[src/rtl/phase_detector_tdc.sv]
// Counter-based phase/frequency detector and TDC for the ADPLL: signed, saturated, held error word.
// Optional lock detector built when PHASE_DETECTOR_LOCK_DETECT_EN is defined; otherwise lock_o is tied to 0.
module phase_detector_tdc #(
   parameter int ERROR_WIDTH = 8,
   parameter int SYNC_STAGES = 2,
   parameter int LOCK_TOL    = 2,
   parameter int LOCK_COUNT  = 16
) (
   input  logic                          gen_clk_i,
   input  logic                          reset_i,
   input  logic                          ref_clk_i,
   input  logic                          fb_clk_i,
   output logic signed [ERROR_WIDTH-1:0] error_o,
   output logic                          error_valid_o,
   output logic                          lock_o
);

   localparam int               CNT_W = ERROR_WIDTH - 1;
   localparam logic [CNT_W-1:0] MAXV  = {CNT_W{1'b1}};
   localparam logic [CNT_W-1:0] ONE   = CNT_W'(1);

   if (SYNC_STAGES < 2 || ERROR_WIDTH < 2 || LOCK_COUNT < 1 || LOCK_TOL < 0) begin : g_param_check
      $error("phase_detector_tdc: illegal parameter value");
   end

   typedef enum logic [1:0] {IDLE, REF_LEAD, FB_LEAD} state_t;

   logic [SYNC_STAGES-1:0] ref_sync;
   logic [SYNC_STAGES-1:0] fb_sync;
   logic                   ref_hist;
   logic                   fb_hist;
   logic                   ref_rise;
   logic                   fb_rise;

   state_t                        state;
   logic [CNT_W-1:0]              cnt;
   logic [CNT_W-1:0]              cnt_inc;
   logic signed [ERROR_WIDTH-1:0] cnt_pos;
   logic signed [ERROR_WIDTH-1:0] cnt_neg;
   logic signed [ERROR_WIDTH-1:0] max_pos;
   logic signed [ERROR_WIDTH-1:0] max_neg;

   // Both inputs are asynchronous; the history flop sits behind the last sync stage.
   always_ff @(posedge gen_clk_i or posedge reset_i) begin
      if (reset_i) begin
         ref_sync <= '0;
         fb_sync  <= '0;
         ref_hist <= 1'b0;
         fb_hist  <= 1'b0;
      end else begin
         // NOTE: non-blocking assignments so every flop samples the pre-edge value of its neighbour.
         ref_sync <= {ref_sync[SYNC_STAGES-2:0], ref_clk_i};
         fb_sync  <= {fb_sync[SYNC_STAGES-2:0], fb_clk_i};
         ref_hist <= ref_sync[SYNC_STAGES-1];
         fb_hist  <= fb_sync[SYNC_STAGES-1];
      end
   end

   assign ref_rise = ref_sync[SYNC_STAGES-1] & ~ref_hist;
   assign fb_rise  = fb_sync[SYNC_STAGES-1] & ~fb_hist;

   assign cnt_inc = (cnt == MAXV) ? cnt : cnt + ONE;
   assign cnt_pos = $signed({1'b0, cnt});
   assign cnt_neg = -cnt_pos;
   assign max_pos = $signed({1'b0, MAXV});
   assign max_neg = -max_pos;

   // Range stays symmetric (+/-MAXV); the most negative code is never produced.
   always_ff @(posedge gen_clk_i or posedge reset_i) begin
      if (reset_i) begin
         state         <= IDLE;
         cnt           <= '0;
         error_o       <= '0;
         error_valid_o <= 1'b0;
      end else begin
         error_valid_o <= 1'b0;
         case (state)
            IDLE: begin
               if (ref_rise && fb_rise) begin
                  error_o       <= '0;
                  error_valid_o <= 1'b1;
               end else if (ref_rise) begin
                  cnt   <= ONE;
                  state <= REF_LEAD;
               end else if (fb_rise) begin
                  cnt   <= ONE;
                  state <= FB_LEAD;
               end
            end
            REF_LEAD: begin
               if (fb_rise) begin
                  error_o       <= cnt_pos;
                  error_valid_o <= 1'b1;
                  if (ref_rise) cnt   <= ONE;
                  else          state <= IDLE;
               end else if (ref_rise) begin
                  // Feedback edge missed: report a full-scale frequency error and restart.
                  error_o       <= max_pos;
                  error_valid_o <= 1'b1;
                  cnt           <= ONE;
               end else begin
                  cnt <= cnt_inc;
               end
            end
            FB_LEAD: begin
               if (ref_rise) begin
                  error_o       <= cnt_neg;
                  error_valid_o <= 1'b1;
                  if (fb_rise) cnt   <= ONE;
                  else         state <= IDLE;
               end else if (fb_rise) begin
                  error_o       <= max_neg;
                  error_valid_o <= 1'b1;
                  cnt           <= ONE;
               end else begin
                  cnt <= cnt_inc;
               end
            end
            default: state <= IDLE;
         endcase
      end
   end

`ifdef PHASE_DETECTOR_LOCK_DETECT_EN
   localparam int                     LCK_W   = $clog2(LOCK_COUNT + 1);
   localparam logic [LCK_W-1:0]       LCNT_V  = LCK_W'(LOCK_COUNT);
   localparam logic [LCK_W-1:0]       LCNT_M1 = LCK_W'(LOCK_COUNT - 1);
   localparam logic [ERROR_WIDTH-1:0] TOL_V   = ERROR_WIDTH'(LOCK_TOL);

   logic [LCK_W-1:0]       lock_cnt;
   logic [ERROR_WIDTH-1:0] err_abs;
   logic                   in_tol;

   assign err_abs = error_o[ERROR_WIDTH-1] ? -error_o : error_o;
   assign in_tol  = (err_abs <= TOL_V);

   // Works off the registered publish, so lock_o moves in the cycle after it.
   always_ff @(posedge gen_clk_i or posedge reset_i) begin
      if (reset_i) begin
         lock_cnt <= '0;
         lock_o   <= 1'b0;
      end else if (error_valid_o) begin
         if (in_tol) begin
            if (lock_cnt != LCNT_V) lock_cnt <= lock_cnt + 1'b1;
            lock_o <= (lock_cnt >= LCNT_M1);
         end else begin
            lock_cnt <= '0;
            lock_o   <= 1'b0;
         end
      end
   end
`else
   assign lock_o = 1'b0;
`endif

endmodule

[config.mk]
export PLATFORM = sky130hd
export DESIGN_NAME = phase_detector_tdc
export DESIGN_NICKNAME = d
export VERILOG_FILES = /design/src/rtl/phase_detector_tdc.sv
export SDC_FILE = /design/constraint.sdc
export NUM_CORES = 1
export LEC_CHECK = 0
export CORE_MARGIN = 2
export CORE_UTILIZATION = 60
export CTS_BUF_LIST = sky130_fd_sc_hd__clkbuf_2 sky130_fd_sc_hd__clkbuf_4 sky130_fd_sc_hd__clkbuf_8
export CTS_CLUSTER_SIZE = 28
export DETAILED_ROUTE_END_ITERATION = 6
export GPL_ROUTABILITY_DRIVEN = 1
export PLACE_DENSITY = 0.85
export REMOVE_ABC_BUFFERS = 1
export SLEW_MARGIN = 20
export SYNTH_ARGS = -nofsm -noshare
export SYNTH_HDL_FRONTEND = slang
export SYNTH_SLANG_ARGS = --single-unit
[constraint.sdc]
create_clock -name gen_clk_i -period 4 [get_ports gen_clk_i]
set_input_delay 0.8 -clock gen_clk_i [delete_from_list [all_inputs] [get_ports gen_clk_i]]
set_output_delay 0.8 -clock gen_clk_i [all_outputs]
set_load 0.02 [all_outputs]
**Yosys cells after proc, flatten, opt, wreduce, memory -nomap -nowiden**

Cells that the tools add are included.
W data, S select, Z words.

- Bits in registers: 24
- Input port bits: 4
- Output and inout port bits: 10
- Word-level logic and storage cells: 63

- $add $sub $neg: 2
- Equal/unequal tests: 13
- Mux-type cells: 30
- Bitwise gates (word level): 4
- Reduce and logical (&&, ||, !) cells: 6

Operator list:

| kind | count |
|---|---|
| $mux W7 | 9 |
| $mux W8 | 5 |
| $pmux W8 S3 | 1 |
| $pmux W7 S3 | 1 |
| $mux W2 | 7 |
| $ne A2 B2 Y1 const B | 6 |
| $ne A3 B3 Y1 const B | 4 |
| $neg A7 Y8 | 1 |
| $add A7 B1 Y7 const B | 1 |
| $eq A7 B7 Y1 const B | 1 |
| $pmux W2 S3 | 1 |
| $reduce_and A6 Y1 | 1 |
| $mux W1 | 5 |
| $reduce_and A4 Y1 | 1 |
| $pmux W1 S3 | 1 |
| $reduce_and A3 Y1 | 1 |
| $reduce_bool A3 Y1 | 1 |
| $and A1 B1 Y1 | 2 |
| $eq A2 B1 Y1 const B | 1 |
| $eq A2 B2 Y1 const B | 1 |
| $logic_not A2 Y1 | 1 |
| $not A1 Y1 | 2 |
| $logic_and A1 B1 Y1 | 1 |

**Depth between registers and ports, before layout**

Gate-level depths: netlist (run 1).

- Depth after elaboration: 6
- Mapped depth: 9
- Depth with buffers taken out: 7

**Worst setup path before layout (run 1)**

No wires, ideal clock.

- Path type: flip-flop to flip-flop
- From: reg state[0]
- To: reg error_o[7]
- Setup time: 0.125 ns
- Arrival time: 1.651 ns
- Data required time: 3.875 ns
- Setup slack: 2.224 ns
- Cell stages (with the launch flop): 9
- Buffers on the path: 2
- Clock period less this slack: 1.776 ns
- Cells stage by stage: dfrtp_1 > inv_1 > ha_1 > buf_6 > or2_4 > a21oi_2 > o21ai_2 > buf_6 > mux2_4

- Cells in the longest elaborated chain, start to end: 3
- Elaborated cells on any way between the ends: 9
- Classes of those cells: eq/ne: 5; mux: 1; reduce/logical: 3

Ends and longest elaborated chain:

| what | RTL line | source |
|---|---|---|
| start, declared | 35 | `state_t state;` |
| start signal, assigned | 71 | `state <= IDLE;` |
| start signal, assigned | 84 | `state <= REF_LEAD;` |
| start signal, assigned | 87 | `state <= FB_LEAD;` |
| $eq A2 B1 Y1 (tied with other cells) | 77 | `case (state)` |
| $ne A3 B3 Y1 (no line) (tied with other cells) | n/a |  |
| $reduce_and A4 Y1 (no line) | n/a |  |
| end signal, assigned | 92 | `error_o <= cnt_pos;` |
| end signal, assigned | 98 | `error_o <= max_pos;` |
| end signal, assigned | 107 | `error_o <= cnt_neg;` |
| end, declared | 13 | `output logic signed [ERROR_WIDTH-1:0] error_o,` |

Several ways; a longest one is shown, not always the timed one.
A chain may end at the register's enable or synchronous reset.

**Final worst setup path (run 1)**

- From: reg state[1]
- To: reg error_o[7]

The elaborated chain is that of the path after synthesis.

==> results.json, run 1 <==
{
  "arrival_ns": 2.36,
  "synth_top_family_by_area": "compound AO/OA/AOI/OAI gates",
  "setup_tns_ns": 0,
  "hpwl_mm": 2.34,
  "drive_above_1_share_pct": 9.30,
  "grt_pass1_vias": 1292,
  "portBuffers": 12,
  "power.total_mw": 1.03,
  "synth-seq-area-share_pct": 40.3,
  "synth_top_cell_by_area": "dfrtp_1",
  "cp-start-kind": "register",
  "clk_latency_ns": 0.32,
  "die_h_um": 53.9,
  "drt-total-wl_mm": 3.40,
  "reg2reg_depth": 6,
  "leakage_nw": 0.668,
  "relSlewSlack_pct": 40.6,
  "syn_inst": 167,
  "worst_r2r_endpoint": "error_o[7]",
  "async_flop_share_pct": 100,
  "synth_compound_area_share_pct": 25.3,
  "rsz0062_at_grt": "no",
  "drcViolationCount": 0,
  "clock-sinks": 24,
  "worstSetupPathType": "reg2reg",
  "post_cts_resize_count": 0,
  "setup_viol": 0,
  "ys_seq_elements": 24,
  "grt_max_degree": 25,
  "core_area_um2": 2410,
  "antenna_cells": 0,
  "nNetsFinal": 184,
  "numCtsBuffers": 3,
  "place_inst": 198,
  "period_share_pct": 53.6,
  "tritoncts": "done",
  "drv_cap": 0,
  "fin_worst_skew_ns": 0.00876,
  "crit_end": "error_o[7]",
  "postRouteAntennaNets": 0,
  "whs_ns": 0.371,
  "synth-adder-area-share_pct": 5.87,
  "synth.avg_cell_area_um2": 8.93,
  "fin_ws_ns": 1.86,
  "peakVddDrop_mv": 0.376,
  "status": "complete, no violations",
  "yosys-top-cells-count": "dfrtp_1, nand2_1, a21oi_1, o21ai_0, nor2_1",
  "ios": 14,
  "synthMuxAreaShare_pct": 2.35,
  "period_needed_ns": 2.14,
  "crit_path_end_kind": "register",
  "hp-class": "reg2reg",
  "synth.distinct_cells": 48,
  "die-area_um2": 2900,
  "pwr_density_cell_nw_per_um2": 631,
  "initial_core_util_pct": 61.9,
  "areaGrowthSynthToFinish_pct": 9.48,
  "synth_xor_xnor_area_share_pct": 0.587,
  "hold_viol_final": 0,
  "gp_congestion": 0.893,
  "synth-main-ff-cell": "dfrtp_1",
  "synth_most_common_cell": "dfrtp_1",
  "num_vias": 1300,
  "cts_hold_buf": 0,
  "r2r-start": "state[1]",
  "cp.required_ns": 4.22,
  "cts-root-buf": "clkbuf_4",
  "critPathLaunch": "state[1]",
  "track_usage_pct": 26.5,
  "grt-ovfl-total": 0,
  "utilization_pct": 67.8,
  "synthDominantCellAreaShare_pct": 40.3,
  "yosys_warnings": 0,
  "htreeDepth": 1,
  "netlist_top_cells_area": "dfrtp_1, ha_1, a21oi_1",
  "fin_cells": 202,
  "viasPerCell": 6.44,
  "dr.pass1.iters": 5,
  "maxSlewViolCount": 0,
  "clk_path_buf_depth": 2,
  "worstPathMaxFanout": 15,
  "antenna_found_initial": 0,
  "synth-edff-count": 0,
  "fin_area_um2": 1630,
  "synthesis.area_um2": 1490,
  "worst_pin_slew_ns": 0.890,
  "clk_pin_slew_ns": 0.14,
  "synthSimpleGateAreaFrac_pct": 18.3,
  "fmax_mhz": 466,
  "dpl_cell_area_um2": 1580,
  "r2r_slack_ns": 1.86,
  "post-place-ws_ns": 1.94,
  "wl_per_cell_um": 16.8,
  "post-cts-setup-buffer-count": 0,
  "fp.dieW_um": 53.9,
  "grt_pass1_wl_mm": 5.60,
  "rows": 18,
  "first_iter_violations": 46
}
[worst min path at each step]
stage | start | to | slack (ns) | depth (start not counted)
6_report | ref_sync[0] | ref_sync[1] | 0.37 | 0
3_3_place_gp | ref_sync[0] | ref_sync[1] | 0.33 | 0
2_1_floorplan | fb_sync[0] | fb_sync[1] | 0.33 | 0
3_5_place_dp | ref_sync[0] | ref_sync[1] | 0.34 | 0
4_1_cts | fb_sync[0] | fb_sync[1] | 0.38 | 0
5_1_grt | ref_sync[0] | ref_sync[1] | 0.39 | 0
[routing by layer]
layer | global-route usage (%) | wire length, um | up-vias
met2 | 43.9 | 1670 | 74
met3 | 3.89 | 267 | 7
met5 | 0 | 0 | -
met4 | 12.8 | 51 | 0
met1 | 33.6 | 1410 | 612
li1 | - | - | 607
[layout make-up]
class | instances | area, um^2
Timing Repair Buffer | 13 | 128
Clock buffer | 3 | 22.5
Clock inverter | 1 | 30.0
Inverter | 8 | 30.0
Multi-Input combinational cell | 123 | 785
Fill cell | 188 | 777
Tap cell | 30 | 37.5
Sequential cell | 24 | 601
[critical path: stages (launching register included)]
cell and delay [ns]:
dfrtp_1 0.46, inv_1 0.11, ha_1 0.46, or2_4 0.23
a21oi_2 0.06, o21ai_2 0.38, mux2_4 0.34
[cell families after synthesis]
group / after synthesis
compound gates: 59
other cells: 1
xor+xnor: 1
mux: 3
flops: 24
fa+ha+maj: 7
buf+inv: 20
simple gates: 52
[report_power, final]
group,internal (mW),switching (mW)
registers,0.294,0.0500
clock network,0.101,0.0751
logic,0.211,0.298
[cell usage in the layout, fill, tap and decap left out, types with 3 or more instances in the layout]
master,instances
o21ai_0,13
nand3_1,5
inv_1,8
o21ai_1,5
clkdlybuf4s50_1,12
dfrtp_1,24
nand2_1,18
o31ai_1,4
ha_1,7
nand2b_1,3
nor2_1,10
a31o_2,3
a21oi_1,15
a31oi_1,4
clkbuf_4,3
[sequential cells by signal, indices dropped and copies added (netlist names)]
signal and flops:
error_valid_o 1, fb_hist 1, ref_hist 1, error_o 8, cnt 7, fb_sync 2
state 2, ref_sync 2
(Power assumes the default switching activity.)
==> inputs of run 2 (changes only) <==
CORE_UTILIZATION = 59   (was 60)
PLACE_DENSITY = 0.84   (was 0.85)
clock period = 2.1 ns   (was 4 ns; I/O delays follow)
==> run 2 against run 1 <==
  * Sequential power increased by 88%
  * Final area up 0.46%
  * Final cell count grew 1.5%
  * Clock power increased by 42%
  * Clock skew up 0.0051 ns
  * Routed wire length decreased by 5.2%
  * Total power is 82% higher
  * Via count up 0.46%
  * Die area rose by 1.6%
  * Fmax grew 11%
  * Setup slack got worse by 1.7 ns
  * Critical endpoint is now cnt[3]
  * Highest routed layer unchanged
==> results.json, run 2 (synthesis gave the netlist of run 1 again) <==
{
  "final_common_cell": "dfrtp_1",
  "worstPathMaxFanout": 7,
  "fin_worst_skew_ns": 0.0138,
  "cts_hold_buf": 0,
  "core_area_um2": 2430,
  "postRouteAntennaNets": 0,
  "grt_max_degree": 24,
  "antenna_cells": 0,
  "antenna_found_initial": 0,
  "ios": 14,
  "numCtsBuffers": 3,
  "hpwl_mm": 2.33,
  "track_usage_pct": 23.8,
  "peakVddDrop_mv": 0.804,
  "grt_pass1_vias": 1181,
  "grt-ovfl-total": 0,
  "nNetsFinal": 187,
  "setup_tns_ns": 0,
  "maxSlewViolCount": 0,
  "nFillCells": 189,
  "rsz0062_at_grt": "no",
  "hold_viol_final": 0,
  "areaGrowthSynthToFinish_pct": 9.98,
  "largest_registers": "error_o (8), cnt (7)",
  "post-cts-setup-buffer-count": 0,
  "worst_r2r_endpoint": "cnt[3]",
  "portBuffers": 12,
  "clock-sinks": 24,
  "utilization_pct": 67.4,
  "crit_path_end_kind": "register",
  "hp-class": "in2async",
  "power.total_mw": 1.88,
  "drv_cap": 0,
  "cp-start-kind": "register",
  "reg2reg_depth": 7,
  "cpPeakStageDelay_ns": 0.45,
  "wl_per_cell_um": 15.7,
  "cp.required_ns": 2.36,
  "regMostFlops": "error_o",
  "dr.pass1.iters": 6,
  "clk_latency_ns": 0.32,
  "fmax_mhz": 517,
  "pwr_density_cell_nw_per_um2": 1150,
  "crit_chain": "inv_1 > ha_1 > nor2b_1 > and3_1 > a21boi_2 > o21ai_0 > a31oi_1",
  "die-area_um2": 2950,
  "cts-root-buf": "clkbuf_4",
  "place_inst": 201,
  "fp.dieW_um": 54.3,
  "die_h_um": 54.3,
  "clk_pin_slew_ns": 0.14,
  "worstSetupPathType": "reg2reg",
  "gp_congestion": 0.914,
  "r2r-start": "state[1]",
  "fin_cells": 205,
  "post_cts_resize_count": 0,
  "rows": 18,
  "setup_viol": 0,
  "first_iter_violations": 62,
  "clk_path_buf_depth": 2,
  "period_needed_ns": 1.93,
  "drt-total-wl_mm": 3.22,
  "r2r_slack_ns": 0.17,
  "tritoncts": "done",
  "largest_reg_flops": 8,
  "slowest_stage": "dfrtp_1",
  "htreeDepth": 1,
  "drcViolationCount": 0,
  "drive_above_1_share_pct": 11.4,
  "period_share_pct": 92.0,
  "grt_pass1_wl_mm": 5.09,
  "status": "complete, no violations",
  "arrival_ns": 2.19,
  "initial_core_util_pct": 61.3,
  "viasPerCell": 6.37,
  "mostFrequentLayoutCells": "dfrtp_1, nand2_1, a21oi_1",
  "num_vias": 1306,
  "leakage_nw": 0.675,
  "whs_ns": 0.229
}
-- run 2: changes by cell type in the layout (fill, tap and decap cells not counted), sizes merged --
| cell | previous run | this run |
|---|---|---|
| clkbuf | 3 | 4 |
| bufinv | 1 | 0 |
| buf | 1 | 4 |
-- run 2: worst max-delay path by stage --
stage / start / end / slack (ns) / cells past startpoint
floorplan: ref_sync[1] / cnt[3] / 0.26 / 5
global placement: state[1] / cnt[3] / 0.32 / 7
detailed placement: state[0] / cnt[3] / 0.22 / 7
CTS: state[0] / cnt[3] / 0.19 / 7
global route: state[1] / cnt[3] / 0.03 / 7
finish: state[1] / cnt[3] / 0.17 / 7
-- run 2: final cells by class --
cell class                 count  area [um^2]  share of cell area [%]
multi-input combinational    123          785                    47.8
sequential                    24          602                    36.7
timing repair buffer          16          150                    9.15
tap                           30         37.5                    2.29
clock buffer                   4         36.3                    2.21
inverter                       8         30.0                    1.83
-- run 2: per-stage QoR --
step / instance area [um^2] / worst slack, ns
detailed placement: 1600 / 0.221
CTS: 1640 / 0.192
global route: 1640 / 0.0294
finish: 1640 / 0.168
floorplan: 1420 / 0.263
global placement: 1600 / 0.321
-- run 2: power by group --
| part | switching (mW) | total, mW | internal, mW | leakage, nW |
|---|---|---|---|---|
| clock network | 0.144 | 0.250 | 0.106 | 0.0210 |
| logic | 0.567 | 0.981 | 0.415 | 0.341 |
| registers | 0.0860 | 0.648 | 0.562 | 0.313 |
-- run 2: worst max-delay path, delay by kind of cell, from the launching register on --
family | cells | cell delay [ns]
AO/OA/AOI/OAI | 3 | 0.51
flip-flops | 1 | 0.45
AND/OR/NAND/NOR | 2 | 0.41
adder cells (fa/ha/maj) | 1 | 0.40
buffers and inverters | 1 | 0.09
-- run 2: metal layers --
metal	GRT usage (%)	wire length, um	up-vias
met5	0	0	-
met4	7.50	28	0
met3	6.01	304	6
met2	40.2	1580	67
met1	29.8	1310	616
li1	-	-	617
==> inputs of run 3 (changes only) <==
PLACE_DENSITY = 0.92   (was 0.84)
==> run 3 against run 2 <==
  * Clock skew decreased by 0.0092 ns
  * First-iteration DRC count decreased by 40%
  * Final area unchanged
  * Utilization unchanged
  * Routed wire length increased by 3.1%
  * Combinational power increased by 4%
  * Fmax decreased by 1.3%
  * Clock-buffer cell count decreased by 1
  * Critical path depth unchanged
  * Final cell count increased by 0.49%
  * Critical path type unchanged
  * Largest cell class unchanged
==> results.json, run 3 (synthesis gave the netlist of run 1 again) <==
{
  "rsz0062_at_grt": "no",
  "numCtsBuffers": 3,
  "worstPathMaxFanout": 9,
  "post-place-ws_ns": 0.242,
  "hp-class": "in2async",
  "largest_registers": "error_o (8), cnt (7)",
  "drv_cap": 0,
  "tritoncts": "done",
  "clk_path_buf_depth": 2,
  "worst_pin_slew_ns": 0.505,
  "postRouteAntennaNets": 0,
  "drive_above_1_share_pct": 11.4,
  "whs_ns": 0.234,
  "peakVddDrop_mv": 0.692,
  "die-area_um2": 2950,
  "status": "complete, no violations",
  "cts-root-buf": "clkbuf_4",
  "initial_core_util_pct": 61.3,
  "first_iter_violations": 37,
  "largest_reg_flops": 8,
  "pwr_density_cell_nw_per_um2": 1140,
  "final_common_cell": "dfrtp_1",
  "areaGrowthSynthToFinish_pct": 9.98,
  "regMostFlops": "error_o",
  "clk_pin_slew_ns": 0.12,
  "fmax_mhz": 511,
  "dpl_cell_area_um2": 1620,
  "fin_worst_skew_ns": 0.00464,
  "grt_pass1_vias": 1161,
  "hpwl_mm": 2.52,
  "grt_max_degree": 24,
  "rows": 18,
  "drcViolationCount": 0,
  "setup_viol": 0,
  "gp_congestion": 0.912,
  "wl_per_cell_um": 16.1,
  "portBuffers": 12,
  "power.total_mw": 1.86,
  "period_share_pct": 93.2,
  "drt-total-wl_mm": 3.32,
  "setup_tns_ns": 0,
  "hold_viol_final": 0,
  "core_area_um2": 2430,
  "period_needed_ns": 1.96,
  "post-cts-setup-buffer-count": 0,
  "fp.dieW_um": 54.3,
  "worstSetupPathType": "reg2reg",
  "grt-ovfl-total": 0,
  "antenna_cells": 0,
  "mostFrequentLayoutCells": "dfrtp_1, nand2_1, a21oi_1",
  "dr.pass1.iters": 5,
  "viasPerCell": 6.46,
  "relSlewSlack_pct": 66.3,
  "fin_area_um2": 1640,
  "track_usage_pct": 25.4,
  "antenna_found_initial": 0,
  "cts_hold_buf": 0,
  "grt_pass1_wl_mm": 5.37,
  "num_vias": 1330,
  "die_h_um": 54.3,
  "nNetsFinal": 189,
  "leakage_nw": 0.679,
  "clock-sinks": 24,
  "clk_latency_ns": 0.30,
  "fin_cells": 206,
  "crit_path_end_kind": "register",
  "place_inst": 203,
  "arrival_ns": 2.19,
  "utilization_pct": 67.4,
  "cp-start-kind": "register",
  "fin_ws_ns": 0.143,
  "ios": 14,
  "maxSlewViolCount": 0,
  "htreeDepth": 1,
  "cp.required_ns": 2.33,
  "post_cts_resize_count": 0
}
-- run 3: cell type report --
class	count	area, um^2
multi-input cells	123	785
inverters	8	30.0
repair buffers	18	165
clock buffers	3	22.5
flip-flops and latches	24	601
well taps	30	37.5
fillers	193	792
-- run 3: worst max-delay path, cell delays in order (launching register included) --
cell and delay (ns):
dfrtp_1 0.45, inv_1 0.10, ha_1 0.35, or2_4 0.21, and3_1 0.21, a21boi_2 0.25, o21ai_0 0.13, a31oi_1 0.18
-- run 3: path summary, 6_finish.rpt --
check / start / to / slack (ns) / cells after the start
min: reset_i / ref_sync[1] / 0.23 / 2
max reg2reg: state[0] / cnt[3] / 0.14 / 7
max: state[0] / cnt[3] / 0.14 / 7
min reg2reg: fb_sync[0] / fb_sync[1] / 0.37 / 0
min in group gen_clk_i: fb_sync[0] / fb_sync[1] / 0.37 / 0
max in group asynchronous: reset_i / cnt[6] / 1.41 / 3
-- run 3: metal layers --
metal  up-vias  GRT usage [%]  share of wire [%]
li1        621              -                  -
met1       621           33.0                 41
met2        76           43.2                 50
met3        12           2.46                6.5
met4         0           10.4                2.3
met5         -              0                  0
-- run 3: where the power goes --
part / switching [mW] / internal, mW
registers: 0.0904 / 0.561
clock network: 0.126 / 0.0669
logic: 0.577 / 0.443
total: 0.793 / 1.07
